--- config.mk ---
export PLATFORM = sky130hd
export DESIGN_NAME = seg_result_display
export DESIGN_NICKNAME = d
export VERILOG_FILES = /design/src/rtl/seg_result_display.sv
export SDC_FILE = /design/constraint.sdc
export NUM_CORES = 1
export LEC_CHECK = 0
export ABC_CLOCK_PERIOD_IN_PS = 3200
export CAP_MARGIN = 20
export CORE_ASPECT_RATIO = 2
export CORE_UTILIZATION = 57
export DETAILED_ROUTE_END_ITERATION = 7
export GPL_TIMING_DRIVEN = 0
export PLACE_DENSITY = 0.8
export SLEW_MARGIN = 20
export SYNTH_ARGS = -nofsm -noshare
export SYNTH_HDL_FRONTEND = slang
export SYNTH_SLANG_ARGS = --single-unit
--- constraint.sdc ---
create_clock -name clk -period 3.2 [get_ports clk]
set_input_delay 0.64 -clock clk [delete_from_list [all_inputs] [get_ports clk]]
set_output_delay 0.64 -clock clk [all_outputs]
set_load 0.01 [all_outputs]
--- src/rtl/seg_result_display.sv ---
// Captures a CPU result on the rising edge of its valid strobe, converts it to
// decimal with a sequential double-dabble and scans it onto a 4-digit display.
module seg_result_display #(
    parameter int DIGITS   = 4,
    parameter int SCAN_DIV = 25,
    parameter int BIN_W    = 16
) (
    input  logic        clk,
    input  logic        rst,
    input  logic [31:0] res_i,
    input  logic        out_i,
    output logic [7:0]  seg_o,
    output logic [3:0]  an_o,
    output logic        busy_o,
    output logic        ovf_o
);

    localparam int DIG_BITS = DIGITS * 4;
    localparam int CNT_W    = $clog2(SCAN_DIV);
    localparam int ITER_W   = $clog2(BIN_W);
    localparam logic [CNT_W-1:0]  CNT_MAX   = CNT_W'(SCAN_DIV - 1);
    localparam logic [ITER_W-1:0] ITER_MAX  = ITER_W'(BIN_W - 1);
    localparam logic [31:0]       DEC_MAX   = 32'd9999;
    localparam logic [7:0]        SEG_DASH  = 8'hBF;
    localparam logic [7:0]        SEG_BLANK = 8'hFF;

    typedef enum logic [1:0] {
        IDLE  = 2'd0,
        SHIFT = 2'd1,
        DONE  = 2'd2
    } state_t;

    state_t                state_r;
    state_t                state_s;
    logic                  out_q_r;
    logic                  req_s;
    logic                  start_s;
    logic [31:0]           load_val_s;
    logic                  pend_r;
    logic [31:0]           pend_val_r;
    logic [BIN_W-1:0]      bin_r;
    logic [DIG_BITS-1:0]   bcd_r;
    logic [DIG_BITS-1:0]   adj_s;
    logic [ITER_W-1:0]     iter_r;
    logic                  ovf_nxt_r;
    logic                  busy_r;
    logic                  ovf_r;
    logic [DIG_BITS-1:0]   digits_r;
    logic [CNT_W-1:0]      scan_cnt_r;
    logic [1:0]            scan_idx_r;
    logic [3:0]            an_r;
    logic [3:0]            cur_digit_s;
    logic [3:0]            hi_nz_s;
    logic [7:0]            seg_s;

    // Double-dabble correction: every BCD nibble of 5 or more gets +3.
    function automatic logic [DIG_BITS-1:0] dabble_adj(input logic [DIG_BITS-1:0] bcd);
        logic [DIG_BITS-1:0] res;
        res = bcd;
        for (int i = 0; i < DIGITS; i++) begin
            if (bcd[4*i +: 4] >= 4'd5) begin
                res[4*i +: 4] = bcd[4*i +: 4] + 4'd3;
            end else begin
                res[4*i +: 4] = bcd[4*i +: 4];
            end
        end
        return res;
    endfunction

    function automatic logic [7:0] seg_code(input logic [3:0] d);
        logic [7:0] c;
        case (d)
            4'd0:    c = 8'hC0;
            4'd1:    c = 8'hF9;
            4'd2:    c = 8'hA4;
            4'd3:    c = 8'hB0;
            4'd4:    c = 8'h99;
            4'd5:    c = 8'h92;
            4'd6:    c = 8'h82;
            4'd7:    c = 8'hF8;
            4'd8:    c = 8'h80;
            4'd9:    c = 8'h90;
            default: c = SEG_BLANK;
        endcase
        return c;
    endfunction

    function automatic logic [3:0] an_code(input logic [1:0] idx);
        logic [3:0] a;
        case (idx)
            2'd0:    a = 4'b1110;
            2'd1:    a = 4'b1101;
            2'd2:    a = 4'b1011;
            2'd3:    a = 4'b0111;
            default: a = 4'b1111;
        endcase
        return a;
    endfunction

    assign req_s      = out_i & ~out_q_r;
    assign load_val_s = pend_r ? pend_val_r : res_i;
    assign adj_s      = dabble_adj(bcd_r);

    // Strobe edge detector register.
    always_ff @(posedge clk or negedge rst) begin
        if (!rst) begin
            out_q_r <= 1'b0;
        end else begin
            out_q_r <= out_i;
        end
    end

    // FSM state register.
    always_ff @(posedge clk or negedge rst) begin
        if (!rst) begin
            state_r <= IDLE;
        end else begin
            state_r <= state_s;
        end
    end

    // FSM next-state and conversion start decode.
    always_comb begin
        state_s = state_r;
        start_s = 1'b0;
        case (state_r)
            IDLE: begin
                if (req_s || pend_r) begin
                    start_s = 1'b1;
                    state_s = SHIFT;
                end else begin
                    state_s = IDLE;
                end
            end
            SHIFT: begin
                if (iter_r == ITER_MAX) begin
                    state_s = DONE;
                end else begin
                    state_s = SHIFT;
                end
            end
            DONE:    state_s = IDLE;
            default: state_s = IDLE;
        endcase
    end

    // One-deep pending request; a newer request overwrites the held value.
    always_ff @(posedge clk or negedge rst) begin
        if (!rst) begin
            pend_r     <= 1'b0;
            pend_val_r <= 32'd0;
        end else if (state_r == IDLE) begin
            // A pending value loads now; a simultaneous new request takes its place.
            pend_r <= pend_r & req_s;
            if (pend_r && req_s) begin
                pend_val_r <= res_i;
            end
        end else if (req_s) begin
            pend_r     <= 1'b1;
            pend_val_r <= res_i;
        end
    end

    // Conversion datapath: load, shift-and-adjust, then commit to the display.
    always_ff @(posedge clk or negedge rst) begin
        if (!rst) begin
            bin_r     <= {BIN_W{1'b0}};
            bcd_r     <= {DIG_BITS{1'b0}};
            iter_r    <= {ITER_W{1'b0}};
            ovf_nxt_r <= 1'b0;
            busy_r    <= 1'b0;
            ovf_r     <= 1'b0;
            digits_r  <= {DIG_BITS{1'b0}};
        end else begin
            case (state_r)
                IDLE: begin
                    if (start_s) begin
                        bin_r     <= load_val_s[BIN_W-1:0];
                        bcd_r     <= {DIG_BITS{1'b0}};
                        iter_r    <= {ITER_W{1'b0}};
                        ovf_nxt_r <= (load_val_s > DEC_MAX);
                        busy_r    <= 1'b1;
                    end
                end
                SHIFT: begin
                    {bcd_r, bin_r} <= {adj_s[DIG_BITS-2:0], bin_r, 1'b0};
                    iter_r         <= iter_r + {{(ITER_W-1){1'b0}}, 1'b1};
                end
                DONE: begin
                    digits_r <= bcd_r;
                    ovf_r    <= ovf_nxt_r;
                    busy_r   <= 1'b0;
                end
                default: begin
                    busy_r <= 1'b0;
                end
            endcase
        end
    end

    // Digit scan timer, index and digit enable.
    always_ff @(posedge clk or negedge rst) begin
        if (!rst) begin
            scan_cnt_r <= {CNT_W{1'b0}};
            scan_idx_r <= 2'd0;
            an_r       <= 4'b1110;
        end else if (scan_cnt_r == CNT_MAX) begin
            scan_cnt_r <= {CNT_W{1'b0}};
            scan_idx_r <= scan_idx_r + 2'd1;
            an_r       <= an_code(scan_idx_r + 2'd1);
        end else begin
            scan_cnt_r <= scan_cnt_r + {{(CNT_W-1){1'b0}}, 1'b1};
        end
    end

    // Segment select with overflow dashes and leading-zero blanking.
    always_comb begin
        cur_digit_s = digits_r[{scan_idx_r, 2'b00} +: 4];
        hi_nz_s[3]  = |digits_r[15:12];
        hi_nz_s[2]  = |digits_r[15:8];
        hi_nz_s[1]  = |digits_r[15:4];
        hi_nz_s[0]  = 1'b1;
        if (ovf_r) begin
            seg_s = SEG_DASH;
        end else if (!hi_nz_s[scan_idx_r]) begin
            seg_s = SEG_BLANK;
        end else begin
            seg_s = seg_code(cur_digit_s);
        end
    end

    assign seg_o  = seg_s;
    assign an_o   = an_r;
    assign busy_o = busy_r;
    assign ovf_o  = ovf_r;

endmodule

[Word level (Yosys, flattened, before mapping)]
Memory sizes are Yosys's and may differ from the RTL's.
Index checks and enable logic that the tools add are counted.
Widths: inputs -> output; s select.
Storage, ports and cells
  bits of input ports: 35
  bits in registers: 102
  logic and storage cells: 84
  output and inout port bits: 14
  ROM bits: 112
  memories: 1
Memories
  (no name shown): depth 16, bits a word 7, rd ports 1, clocked after Yosys merged registers in 0, write ports 0, RTL line 72  | case (d)
Operators by class
  bitwise logic cells: 4
  muxes and demuxes: 29
  $add $sub $neg: 7
  magnitude comparators: 6
  reductions and logical operators: 13
  shift operators: 1
  equal/unequal tests: 9
Operators by type and width (count)
  $mux 32: 4
  $pmux 16 s2: 2
  $gt 32x14->1 const B: 1
  $mux 16: 2
  $ge 4x3->1 const B: 4
  $mux 4: 4
  $mux 8: 2
  $pmux 4 s4: 1
  $shiftx 16x5->4: 1
  $add 4x2->4 const B: 3
  $reduce_or 12->1: 1
  $pmux 4 s2: 1
  $reduce_and 2->1: 4
  $reduce_or 8->1: 1
  $mux 1: 7
  $eq 2x2->1 const B: 3
  $add 5x1->5 const B: 1
  $eq 5x5->1 const B: 1
  $mux 5: 1
  $add 4x1->4 const B: 1
  $eq 2x1->1 const B: 2
  $eq 4x4->1 const B: 1
  $logic_not 2->1: 2
  $pmux 2 s2: 1
  15 further kinds: 18

[Depth between registers and ports, before layout]
  depth in word-level cells: 7
  gate-level depth with buffers: 8
  mapped depth without buffers: 7

[Worst setup path before layout]
Ideal clock, no wire load.
  path kind: register to output
  start point: reg scan_idx_r[1]
  end point: out seg_o[3]
  path buffers: 1
  data required time: 2560 ps
  data arrival time: 1902 ps
  path slack: 658 ps
  stages on the path, launching flop included: 9
  cell sequence: dfrtp_1 buf_6 mux4_1 inv_1 ha_1 inv_1 or2_2 mux2i_1 nand3b_1
On the way
  cells in the longest elaborated chain, start to end: 4
  elaborated cells between the ends (all ways): 6
  classes of those cells: 1 x shift; 4 x mux; 1 x memory
RTL lines
  start, declared: RTL line 50  | logic [1:0] scan_idx_r;
  start signal, assigned: RTL line 209  | scan_idx_r <= scan_idx_r + 2'd1;
  $shiftx 16x5->4 / $bmux 1 s2 (equally long branches): RTL line 218, 225
  $mem_v2 16x7 / $mux 1 (equally long branches)
  $mux 8 (*): RTL line 225  | end else if (!hi_nz_s[scan_idx_r]) begin
  $mux 8 (*): RTL line 223  | if (ovf_r) begin
  end, declared: RTL line 12  | output logic [7:0] seg_o,
Mark *: on every way between the ends. The rest lies on a longest branch, timed or not. The select of a mux whose other input is x is not followed.

[Worst setup path in the final report]
  start point: reg scan_idx_r[1]
  end point: out seg_o[4]
Same word-level chain as after synthesis.

==> results by group <==
Status
  • Run status: finished clean

Placed design
  • Routability Congestion: between 0.7 and 0.8
  • Dpl ws: 69.1 ps
  • Dpl cells: 613
  • Hpwl dp: 7750 um
  • Port Buf Inserts: 47

Critical path
  • Reg-to-reg startpoint: pend_r
  • Crit-path leading delay family: multiplexers
  • Critical path's slowest cell: mux4_2
  • CP Data Required Time: 2560 ps
  • Startpoint Class: flip-flop
  • Crit. Startpoint: scan_idx_r[1]
  • Worst EP arrival: 2420 ps
  • Worst Setup EP: seg_o[4]
  • Crit Path Class: flip-flop to output pin
  • Worst Reg-to-Reg Cells: 5
  • R2r endpoint: iter_r[3]
  • Worst setup EP type: output pin
  • Crit Path Max Fanout: 6
  • Critical Path Max Stage Delay: between 500 and 600 ps
  • Buf/Inv on CP: 4
  • CP Depth: 9
  • Critical path, cell by cell: buf_6 > mux4_2 > inv_2 > ha_1 > inv_1 > mux2_4 > o22ai_2 > nand3b_1 > clkdlybuf4s15_1
  • R2R Setup Slk: between 900 and 1000 ps

Timing
  • Max frequency: 0.326 GHz
  • RSZ-0062 raised after global routing: false
  • Final Max Slew Viols: 0
  • Worst setup margin: 137 ps
  • Final Hold Fails: 0
  • Fin crit period: 3060 ps
  • Clock Skews: 7.40 ps
  • Worst slew margin: 0.426
  • Final setup viols: 0
  • Worst-Margin Slew: 854 ps
  • Hold WS: ~250 ps
  • Period utilisation layout: 0.957

Die
  • Initial Util: 0.589
  • Io pins: 49
  • Core Area: between 8000 and 9000 um^2
  • Floorplan row count: 48
  • Height of the die: 136 um
  • Die W: just under 70 um
  • Die area: 9340 um^2

Synth
  • Post-synthesis register bit count: 102
  • Post-synth EDFFs: 0
  • Sequential area share after synthesis: 0.502
  • Most used DFF post-synth: dfrtp_1
  • Top-count cell post-synth: dfrtp_1
  • Cell Area, Synth: 5090 um^2
  • Synth area leaders: dfrtp_1, mux2_2, ha_1, o21ai_0, mux2i_1
  • Synthesized Nets: 520
  • Cell taking the most area after synthesis: dfrtp_1
  • Synth top area share: 0.486
  • Commonest cells post-synth: dfrtp_1, mux2_2, o21ai_0, nand2_1, nor2_1
  • Post-synth cell types: 46
  • Ys async rst share: 1.00
  • Post-Syn Instances: 465
  • Synth warn: 0
  • Syn Area/Cell: 11.0 um^2

Global route
  • Largest net degree at the start of global routing: 59
  • Gr usage total: 0.248
  • Grt met3 use: 0.0404
  • First-pass GRT wire length: roughly 17000 um
  • Vias in the first global route: 3829
  • GRT met1 Usage: 0.244
  • Met2 Usage GRT: 0.461
  • GRT overflow: 0
  • Initial antenna violation count: 0
  • Busiest grt layer: met2

Finish
  • # diodes: 0
  • Fraction of layout cells with a size suffix above 1: 0.180
  • Layout fillers: 645
  • Non-Filler Instances: around 630
  • Nets: 582
  • Utilization after layout: 0.697
  • P&R area growth vs syn: 18.4%

Clock network
  • CTS Buf Count: 9
  • H-tree depth reported by CTS: 3
  • CTS sink count: 102
  • Clock Latency Late Sink: 350 ps
  • CTS root buf: clkbuf_16
  • Longest Clk Path Bufs: 2
  • CTS tree: yes
  • Clock-pin slew on the worst setup and hold paths: 70 ps

Power and ir drop
  • Worst VDD drop: approximately 630 uV
  • Pwr Density: 778 nW/um^2
  • Net Sw Power: approximately 0.0016 W
  • Sw Ratio: 0.343
  • Int Power: 0.00309 W
  • Logic pwr share: 0.343
  • Clk pwr share: 0.230
  • Leak Pwr: 2.65 nW
  • Overall power: 0.00469 W
  • Sequential share of power: 0.427

Drt
  • Post-DR vias/cell: 5.80
  • Wire length per cell: 16.3 um
  • First-pass DRT Iterations: 4
  • Initial DRC Count: 135
  • DRC viols: 0
  • Routed wire length: 10300 um
  • Detailed-route via count: approximately 3700
  • Post-route ant nets: 0

Flow run
  • Max-Cap Viols: 0

Hold path
  • Hold Path Class: primary input to asynchronous set/reset pin
-- worst min-delay path by stage --
stage | end | cells after the start | start | slack (ps)
2_1_floorplan | an_o[0] | 0 | rst | 340
3_3_place_gp | iter_r[3] | 1 | iter_r[3] | 460
3_5_place_dp | an_o[3] | 2 | an_o[3] | 470
4_1_cts | pend_val_r[5] | 1 | rst | 280
5_1_grt | pend_val_r[6] | 1 | rst | 300
6_report | pend_val_r[5] | 1 | rst | 250
-- placed cells by master, fill, tap and decap left out, types with 3 or more instances in the layout --
cell type        instances
dfrtp_1                 99
mux2_2                  53
o21ai_0                 46
clkdlybuf4s50_1         39
nand2_1                 38
nor2_1                  29
mux2i_1                 20
a21oi_1                 20
ha_1                    20
inv_1                   19
clkbuf_1                16
nor3_1                   9
clkbuf_16                9
nand3_1                  8
nand2b_1                 8
xnor2_1                  7
buf_2                    7
nor4_1                   7
nand3b_1                 5
xor2_1                   4
a22o_1                   4
o31ai_1                  4
buf_4                    4
buf_6                    3
mux4_2                   3
or4_1                    3
o22ai_1                  3
nand4_1                  3
dfstp_2                  3
clkinv_2                 3
dlymetal6s2s_1           3
-- metrics by stage --
stage	instance area (um^2)	TNS [ps]
after floorplan	5090	0
after global placement	5690	-218560
after detailed placement	5720	0
after CTS	6020	0
after global routing	6030	0
final	6030	0
-- routing by layer --
layer | wire length, um | part of all wire
met5 | 0 | 0
met4 | 503 | 0.049
met3 | 263 | 0.025
met2 | 5920 | 0.57
met1 | 3640 | 0.35
-- kinds of logic (layout without fill, tap and decap cells) --
| family | Yosys count | count (layout) | synth area share |
|---|---|---|---|
| simple gates | 122 | 122 | 0.116 |
| flops | 102 | 102 | 0.502 |
| compound gates | 85 | 85 | 0.0951 |
| mux | 78 | 78 | 0.179 |
| buf+inv | 46 | 113 | 0.0393 |
| fa+ha+maj | 20 | 20 | 0.0491 |
| xor+xnor | 11 | 11 | 0.0189 |
| other cells | 1 | 1 | 0.000736 |
-- state kept, by name, indices dropped and copies added, names as in the netlist --
name,flops
an_o,4
bcd_r,16
bin_r,16
busy_o,1
digits_r,16
iter_r,4
out_q_r,1
ovf_nxt_r,1
ovf_o,1
pend_r,1
pend_val_r,32
scan_cnt_r,5
scan_idx_r,2
state_r,2
-- what timing repair did --
action	in CTS	in global routing
hold buffers	0	0
gates resized for setup	5	9
pin swaps	0	1
setup buffers	3	0
setup endpoints to repair	6	6
-- power by group through the flow --
stage,sequential (W),combinational [W],clock (W)
CTS,0.00200,0.00162,0.00109
global placement,0.00199,0.00149,0
global route,0.00205,0.00179,0.00113
floorplan,0.00191,0.00123,0
finish,0.00200,0.00161,0.00108
detailed placement,0.00201,0.00159,0
-- layout make-up --
type	instances	area, um^2	area share
clock inverter	6	62.6	0.0104
inverter	21	78.8	0.0131
clock buffer	10	229	0.0380
timing repair buffer	51	523	0.0867
tap	100	125	0.0208
multi-input combinational	317	2330	0.387
sequential	102	2560	0.424
buffer	25	121	0.0201
Note: power is estimated with default switching activity, not from simulation.
